<file path="config.mk">
export PLATFORM = sky130hd
export DESIGN_NAME = ps2_host_tx
export DESIGN_NICKNAME = d
export VERILOG_FILES = /design/src/rtl/ps2_pkg.sv /design/src/rtl/ps2_line_filter.sv /design/src/rtl/ps2_host_tx.sv
export SDC_FILE = /design/constraint.sdc
export NUM_CORES = 1
export LEC_CHECK = 0
export ABC_AREA = 1
export CORE_UTILIZATION = 35
export DETAILED_ROUTE_END_ITERATION = 8
export DONT_BUFFER_PORTS = 1
export HOLD_SLACK_MARGIN = 0.03
export PLACE_DENSITY_LB_ADDON = 0.3
export REMOVE_ABC_BUFFERS = 1
export SYNTH_ARGS = -nofsm -noshare
export SYNTH_HDL_FRONTEND = slang
export SYNTH_SLANG_ARGS = --single-unit
</file>
<file path="constraint.sdc">
create_clock -name clk -period 4.1 [get_ports clk]
set_clock_uncertainty 0.2 [all_clocks]
set_input_delay 0.41 -clock clk [delete_from_list [all_inputs] [get_ports clk]]
set_output_delay 0.41 -clock clk [all_outputs]
set_load 0.02 [all_outputs]
</file>
<file path="src/rtl/ps2_pkg.sv">
// Shared types and constants for the PS/2 host transmit path.
package ps2_pkg;

   typedef enum logic [2:0] {
      IDLE,
      INHIBIT,
      START,
      SEND,
      ACK,
      WAIT_IDLE,
      ERROR
   } tx_state_e;

   localparam int DATA_BITS = 8;
   localparam int STOP_FALL = 10;
   localparam int ACK_FALL  = 11;

   localparam logic [7:0] CMD_SET_LEDS = 8'hED;
   localparam logic [7:0] CMD_ENABLE   = 8'hF4;
   localparam logic [7:0] CMD_RESET    = 8'hFF;
   localparam logic [7:0] RSP_ACK      = 8'hFA;

endpackage

</file>
<file path="src/rtl/ps2_line_filter.sv">
// Two-flop synchronizer plus stable-count glitch filter for one PS/2 line.
module ps2_line_filter #(
   parameter int FILTER_MAX = 19
) (
   input  logic clk,
   input  logic rst,
   input  logic raw,
   output logic filtered
);

   localparam int CW = $clog2(FILTER_MAX + 2);

   logic [1:0]    sync;
   logic [CW-1:0] cnt;

   // NOTE: sequential state uses non-blocking assignments only; lines reset to the idle-high level.
   always_ff @(posedge clk or posedge rst) begin
      if (rst) begin
         sync     <= 2'b11;
         cnt      <= '0;
         filtered <= 1'b1;
      end else begin
         sync <= {sync[0], raw};
         if (sync[1] == filtered) begin
            cnt <= '0;
         end else if (cnt == CW'(FILTER_MAX)) begin
            filtered <= sync[1];
            cnt      <= '0;
         end else begin
            cnt <= cnt + CW'(1);
         end
      end
   end

endmodule

</file>
<file path="src/rtl/ps2_host_tx.sv">
// PS/2 host-to-device transmitter: clock inhibit, request-to-send, 11-bit frame, device ack.
module ps2_host_tx
   import ps2_pkg::*;
#(
   parameter int INHIBIT_CYCLES = 5000,
   parameter int TIMEOUT_CYCLES = 750000,
   parameter int FILTER_MAX     = 19
) (
   input  logic       clk,
   input  logic       rst,
   input  logic       ps2_clk_in,
   input  logic       ps2_data_in,
   output logic       ps2_clk_drive_low,
   output logic       ps2_data_drive_low,
   input  logic [7:0] tx_data,
   input  logic       tx_valid,
   output logic       tx_ready,
   output logic       tx_done,
   output logic       tx_error,
   output logic       rx_inhibit
);

   localparam int IW = $clog2(INHIBIT_CYCLES + 1);
   localparam int TW = $clog2(TIMEOUT_CYCLES + 1);

   tx_state_e              state, state_next;
   logic                   clk_f, data_f, clk_f_q, fall;
   logic [DATA_BITS+1:0]   shift;
   logic [3:0]             edge_cnt;
   logic [IW-1:0]          inh_cnt;
   logic [TW-1:0]          to_cnt;
   logic                   data_q;
   logic                   inh_done, timed_out;

   ps2_line_filter #(.FILTER_MAX(FILTER_MAX)) u_clk_filter (
      .clk(clk), .rst(rst), .raw(ps2_clk_in), .filtered(clk_f)
   );

   ps2_line_filter #(.FILTER_MAX(FILTER_MAX)) u_data_filter (
      .clk(clk), .rst(rst), .raw(ps2_data_in), .filtered(data_f)
   );

   assign fall      = clk_f_q & ~clk_f;
   assign inh_done  = (inh_cnt == IW'(INHIBIT_CYCLES - 1));
   assign timed_out = (to_cnt == TW'(TIMEOUT_CYCLES - 1));

   always_ff @(posedge clk or posedge rst) begin
      if (rst) state <= IDLE;
      else     state <= state_next;
   end

   always_comb begin
      state_next = state;
      unique case (state)
         IDLE:      if (tx_valid) state_next = INHIBIT;
         INHIBIT:   if (inh_done) state_next = START;
         START:     state_next = SEND;
         SEND: begin
            if (timed_out)                                      state_next = ERROR;
            else if (fall && edge_cnt == 4'(STOP_FALL - 1))     state_next = ACK;
         end
         ACK: begin
            if (timed_out)                                      state_next = ERROR;
            else if (fall && edge_cnt == 4'(ACK_FALL - 1))      state_next = data_f ? ERROR : WAIT_IDLE;
         end
         WAIT_IDLE: begin
            if (clk_f && data_f) state_next = IDLE;
            else if (timed_out)  state_next = ERROR;
         end
         ERROR:     state_next = IDLE;
         default:   state_next = IDLE;
      endcase
   end

   // Start bit stays asserted after clock release until the device's first falling edge.
   always_ff @(posedge clk or posedge rst) begin
      if (rst) begin
         clk_f_q  <= 1'b1;
         shift    <= '0;
         edge_cnt <= '0;
         inh_cnt  <= '0;
         to_cnt   <= '0;
         data_q   <= 1'b0;
      end else begin
         clk_f_q <= clk_f;
         unique case (state)
            IDLE: begin
               if (tx_valid) begin
                  shift   <= {1'b1, ~^tx_data, tx_data};
                  inh_cnt <= '0;
               end
            end
            INHIBIT: inh_cnt <= inh_cnt + IW'(1);
            START: begin
               edge_cnt <= '0;
               to_cnt   <= '0;
               data_q   <= 1'b1;
            end
            SEND: begin
               to_cnt <= to_cnt + TW'(1);
               if (fall) begin
                  edge_cnt <= edge_cnt + 4'd1;
                  if (edge_cnt < 4'(STOP_FALL - 1)) begin
                     data_q <= ~shift[0];
                     shift  <= shift >> 1;
                  end else begin
                     data_q <= 1'b0;
                  end
               end
            end
            ACK: begin
               to_cnt <= to_cnt + TW'(1);
               if (fall) edge_cnt <= edge_cnt + 4'd1;
            end
            WAIT_IDLE: to_cnt <= to_cnt + TW'(1);
            default: ;
         endcase
      end
   end

   // NOTE: pad drives are decoded from state, so an async reset releases the bus without a clock edge.
   always_comb begin
      ps2_clk_drive_low  = 1'b0;
      ps2_data_drive_low = 1'b0;
      tx_ready           = 1'b0;
      tx_done            = 1'b0;
      tx_error           = 1'b0;
      rx_inhibit         = 1'b1;
      unique case (state)
         IDLE: begin
            tx_ready   = 1'b1;
            rx_inhibit = 1'b0;
         end
         INHIBIT:   ps2_clk_drive_low = 1'b1;
         START: begin
            ps2_clk_drive_low  = 1'b1;
            ps2_data_drive_low = 1'b1;
         end
         SEND:      ps2_data_drive_low = data_q;
         WAIT_IDLE: tx_done = clk_f & data_f;
         ERROR:     tx_error = 1'b1;
         default: ;
      endcase
   end

endmodule

</file>
; ---- Yosys cells after proc, flatten, opt, wreduce, memory -nomap -nowiden
; Index checks and enable logic that the tools add are counted.
; W data, S select, Z words.
[classes]
addsub = 5
magnitude_cmp = 1
n_eq_ne = 22
n_mux = 32
bitwise_logic = 6
n_reduce_logical = 20
[op_table]
columns = cell, count
row1 = $pmux W20 S2, 1
row2 = $mux W10, 3
row3 = $pmux W13 S2, 1
row4 = $mux W3, 8
row5 = $add A20 B1 Y20 const B, 1
row6 = $eq A20 B20 Y1 const B, 1
row7 = $mux W5, 4
row8 = $pmux W10 S2, 1
row9 = $pmux W3 S6, 1
row10 = $add A13 B1 Y13 const B, 1
row11 = $eq A13 B13 Y1 const B, 1
row12 = $mux W13, 1
row13 = $add A5 B1 Y5 const B, 2
row14 = $eq A5 B5 Y1 const B, 2
row15 = $reduce_and A2 Y1, 5
row16 = $reduce_bool A2 Y1, 5
row17 = $eq A3 B3 Y1 const B, 3
row18 = $ne A3 B3 Y1 const B, 3
row19 = $eq A4 B4 Y1 const B, 2
row20 = $ne A2 B2 Y1 const B, 4
row21 = $pmux W4 S2, 1
row22 = $reduce_xnor A8 Y1, 1
row23 = $mux W1, 7
row24 = $eq A3 B2 Y1 const B, 2
row25 = other kinds (16), 25
[totals]
ff_bits = 68
in_bits = 13
output_inout_bits = 6
wordCells = 99

; ---- Depth between registers and ports, before layout
[logic_depth]
word_depth = 6
depth_mapped = 12
depth_no_buf = 11

; ---- Cells and area by module
; A second synthesis with hierarchy kept.
[unflattened]
cells_unflattened = 516
area_unflattened_um2 = 3887.5
[by_module_without_submodules]
columns = mod, n_inst, cells_each, area_each_um2, seq_area_each_um2
row1 = ps2_host_tx, 1, 444, 3209.3, 1302.5
row2 = ps2_line_filter, 2, 36, 339.1, 203.9

; ---- Least setup slack after synthesis
; OpenSTA, ideal clock, no wires.
[synth_path]
kind = register to output
start = register state[2]
end = output port ps2_clk_drive_low
arrival_time_ns = 1.082
required_ns = 3.490
path_slack_ns = 2.408
stages_incl_launch_ff = 6
path_buffers = 0
cell_sequence = dfrtp_1 inv_2 nand2_1 nor2_4 inv_2 nand2_1
[synth_via]
elab_chain_cells = 3
word_cells_on_any_way = 4
cone_classes = 2 x eq/ne / 1 x mux / 1 x reduce/logical
[synth_rtl]
columns = element, line
row1 = start: declaration, ps2_host_tx.sv:26  ; tx_state_e state, state_next;
row2 = start signal: assignment, ps2_host_tx.sv:49  ; else state <= state_next;
row3 = $eq A3 B2 Y1 / $eq A3 B1 Y1 (equally long branches), ps2_host_tx.sv:129  ; unique case (state)
row4 = $reduce_or A2 Y1 (no line) (*), --
row5 = $mux W1 (*), ps2_host_tx.sv:129
row6 = end: declaration, ps2_host_tx.sv:13  ; output logic ps2_clk_drive_low,
; Mark *: on every way between the ends. The rest lies on a longest branch, timed or not.

; ---- Final worst setup path
; Same ends and word-level chain as after synthesis.

==> summary.txt <==
Status - finished, final reports clean
CP max stage delay - 0.46 ns
Tmin final - 2.334 ns
# clock sinks - 68
Pleak - 1.963 nW
Tightest Pin Transition - 0.8584 ns
Placed insts - 617
FFs w/ async S/R, synth - 100.0%
Total number of vias - 3068
Die X - 107.1 um
CTS tree - built
Htree depth - 3
Cells on worst reg2reg path - 9
Data required, critical path - 3.49 ns
Worst Setup End Kind - primary output
Internal reg-to-reg setup slack - 2.05 ns
Setup Total Neg Slack - 0 ns
Initial antenna violation count - 0
Adder-Cell Fraction of Synth Area - 2.587%
Critical path startpoint category - register
Number of I/O pins - 19
#FFs+latches synth - 68
Fin nets - 518
Crit-path max FO - 16
Final setup fails - 0
Simple-gate share of the synthesized area - 31.08%
Hold Crit Depth - 2
Initial Util - 35.85%
Fmax achieved - 428.4 MHz
Die area - 11480 sq um
DRC violations left - 0
# diodes - 0
WHS - 0.04876 ns
Hold Vio Cnt, Final - 0
Total GRT Usage - 14.69%
DR vias/cell - 4.779
Worst-Skew Late Latency - 0.35 ns
Top cell type's share of synthesized area - 39.46%
RR Endpoint - state[1]
Vias in the first global route - 2973
Post-Syn Instances - 481
RSZ-0062 raised after global routing - false
Post-synthesis compound-gate area fraction - 9.961%
Final ANT Viol Nets - 0
Pre-antenna DRT Iters - 4
Synthesized area per cell - 8.043 sq um
Worst min path class - in -> reg
Slew headroom - 42.69%
Count leader, synth - nand2_1
Non-filler cells, final - 642
Post-synthesis mux area share - 0.5175%
Placed Area - 3996 sq um
IO buf count - 0
Routability cong. - 0.8408
Library cells used by synthesis - 44
Yosys warnings - 0
Postcts setup bufs - 0
Reg2reg start - state[2]
CP arrival - 1.72 ns
GR Overflow Total - 0
Post-route cell area - 4328 sq um
Row cnt - 38
Share of layout cells above drive strength 1 - 11.75%
Reg clk slew, reported paths - 0.07 ns
Tcrit/Tclk final - 56.93%
Area Growth Syn to Fin - 11.87%
CP cell instances - inv_2, nand2_1, nor2_4, inv_2, nand2_1
Peak supply drop - 250.7 uV
Main flop type after synthesis - dfrtp_1
Core area - 10790 sq um
Fillcell total - 1062
Drt total wl - 7.624 mm
First-pass GRT wire length - 13.28 mm
Seq/Total Area, Yosys - 44.21%
Power Dens Cells - 538.6 nW/um^2
# Max-Cap Violations - 0
Slowest CP cell - dfrtp_1
Max-slew violation count - 0
Pin count of the biggest net entering global routing - 43
Post-Synth XOR/XNOR Area - 3.169%
CTS buffer count - 9
Worst Hold Endpoint - shift[2]
Largest family of logic cells by synthesized area - simple AND/OR/NAND/NOR gates
Type of the worst setup path - reg -> out
Hold_sp - tx_data[2]
Yosys top cell by area - dfrtp_1
Vert. Die Dim - 107.1 um
Root Buffer - clkbuf_8
DR iter-0 viols - 143
Top cells by area, synth - dfrtp_1 (39%), nand2_1 (11%), inv_1 (6.3%), nor2_1 (5.4%), dfstp_2 (4.8%)
DP Wirelength - 5.588 mm
Routed length per placed instance - 11.88 um
Synthesized cell area - 3869 sq um
Top cells by count, synth - nand2_1 (111), inv_1 (65), dfrtp_1 (61)
Clock tree buffer depth - 2
Post-synth EDFFs - 0
## placed cells by master (no fill, tap or decap), drive strengths merged
| master | netlist | final |
|---|---|---|
| nand4 | 7 | 7 |
| o22ai | 5 | 5 |
| o211ai | 6 | 6 |
| o32ai | 1 | 1 |
| xor2 | 7 | 7 |
| ha | 8 | 8 |
| clkinv | 0 | 2 |
| dlygate4sd3 | 0 | 9 |
| nor4 | 1 | 1 |
| a21oi | 15 | 15 |
| a21boi | 1 | 1 |
| a22oi | 1 | 1 |
| a22o | 1 | 1 |
| o21ai | 27 | 27 |
| a31oi | 2 | 2 |
| mux2i | 2 | 2 |
| nand3 | 41 | 41 |
| dfstp | 7 | 7 |
| o31ai | 1 | 1 |
| xnor2 | 7 | 7 |
| nand2 | 119 | 119 |
| nand3b | 3 | 3 |
| inv | 72 | 72 |
| nor2 | 63 | 63 |
| nor3 | 10 | 10 |
| bufinv | 0 | 3 |
| clkbuf | 0 | 11 |
| buf | 5 | 1 |
| or2 | 2 | 2 |
| dfrtp | 61 | 61 |
| and2 | 2 | 2 |
| o21a | 4 | 4 |
## kinds of logic (layout without fill, tap and decap cells)
kind of cell	Yosys count	after routing
xor gates and xnor gates	14	14
buffers and inverters	77	98
and+or+nand+nor	248	248
adders and majority gates	8	8
AOI/OAI and AO/OA	64	64
muxes	2	2
DFF	68	68
## routing by layer
metal | global-route usage, % | vias to the layer above | routed length [um]
met5 | 0 | - | 0
met4 | 6.849 | 0 | 182
met3 | 3.951 | 17 | 251
met2 | 25.02 | 38 | 3745
met1 | 17.15 | 1436 | 3444
li1 | - | 1577 | -
## worst max-delay path by stage
stage          startpoint                 to  slack, ns  cells past startpoint
2_1_floorplan         rst             data_q       1.79                      1
3_3_place_gp     state[2]           state[1]       2.12                      9
3_5_place_dp     state[2]           state[1]       2.05                      9
4_1_cts          state[2]  ps2_clk_drive_low       1.74                      5
5_1_grt          state[2]  ps2_clk_drive_low       1.65                      5
6_report         state[2]  ps2_clk_drive_low       1.77                      5
## worst max-delay path: cells and delay by family, from the launching register on
family | cells | cell delay, ns
flip-flops | 1 | 0.46
AND/OR/NAND/NOR | 3 | 0.57
buffers and inverters | 2 | 0.34
## timing repair
action	4_1_cts	5_1_grt
gates resized for setup	0	0
endpoints found under the hold margin	43	0
setup endpoints to repair	0	0
hold buffers	9	0
## power breakdown
group          total (mW)  leakage, nW  internal [mW]  switching (mW)
Clock               0.671        0.123          0.419           0.252
Sequential          0.902        0.882          0.799           0.102
Combinational       0.759        0.957          0.225           0.534
Total                2.33         1.96           1.44           0.888
## sequential cells by signal, summed over array words and instances, names as in the netlist, 2 cells and up
register            count
edge_cnt                4
inh_cnt                13
shift                  10
state                   3
to_cnt                 20
u_clk_filter.cnt        5
u_clk_filter.sync       2
u_data_filter.cnt       5
u_data_filter.sync      2
## area by class of cell
type,instances,area [sq um],share of cell area [%]
clock buffers,11,141.4,3.267
clock inverters,5,100.1,2.313
inverters,72,272.8,6.302
multi-input cells,336,1831,42.30
flip-flops and latches,68,1710,39.52
well taps,140,175.2,4.047
repair buffers,10,97.59,2.255
## stage by stage
stage	util (%)	power (mW)	worst slack (ns)
floorplan	-	1.498	1.790
global placement	37.03	1.645	2.124
detailed placement	37.03	1.670	2.052
CTS	40.10	2.362	1.740
global route	40.10	2.497	1.648
finish	40.10	2.331	1.766
Power figures use the tool's default switching activity.
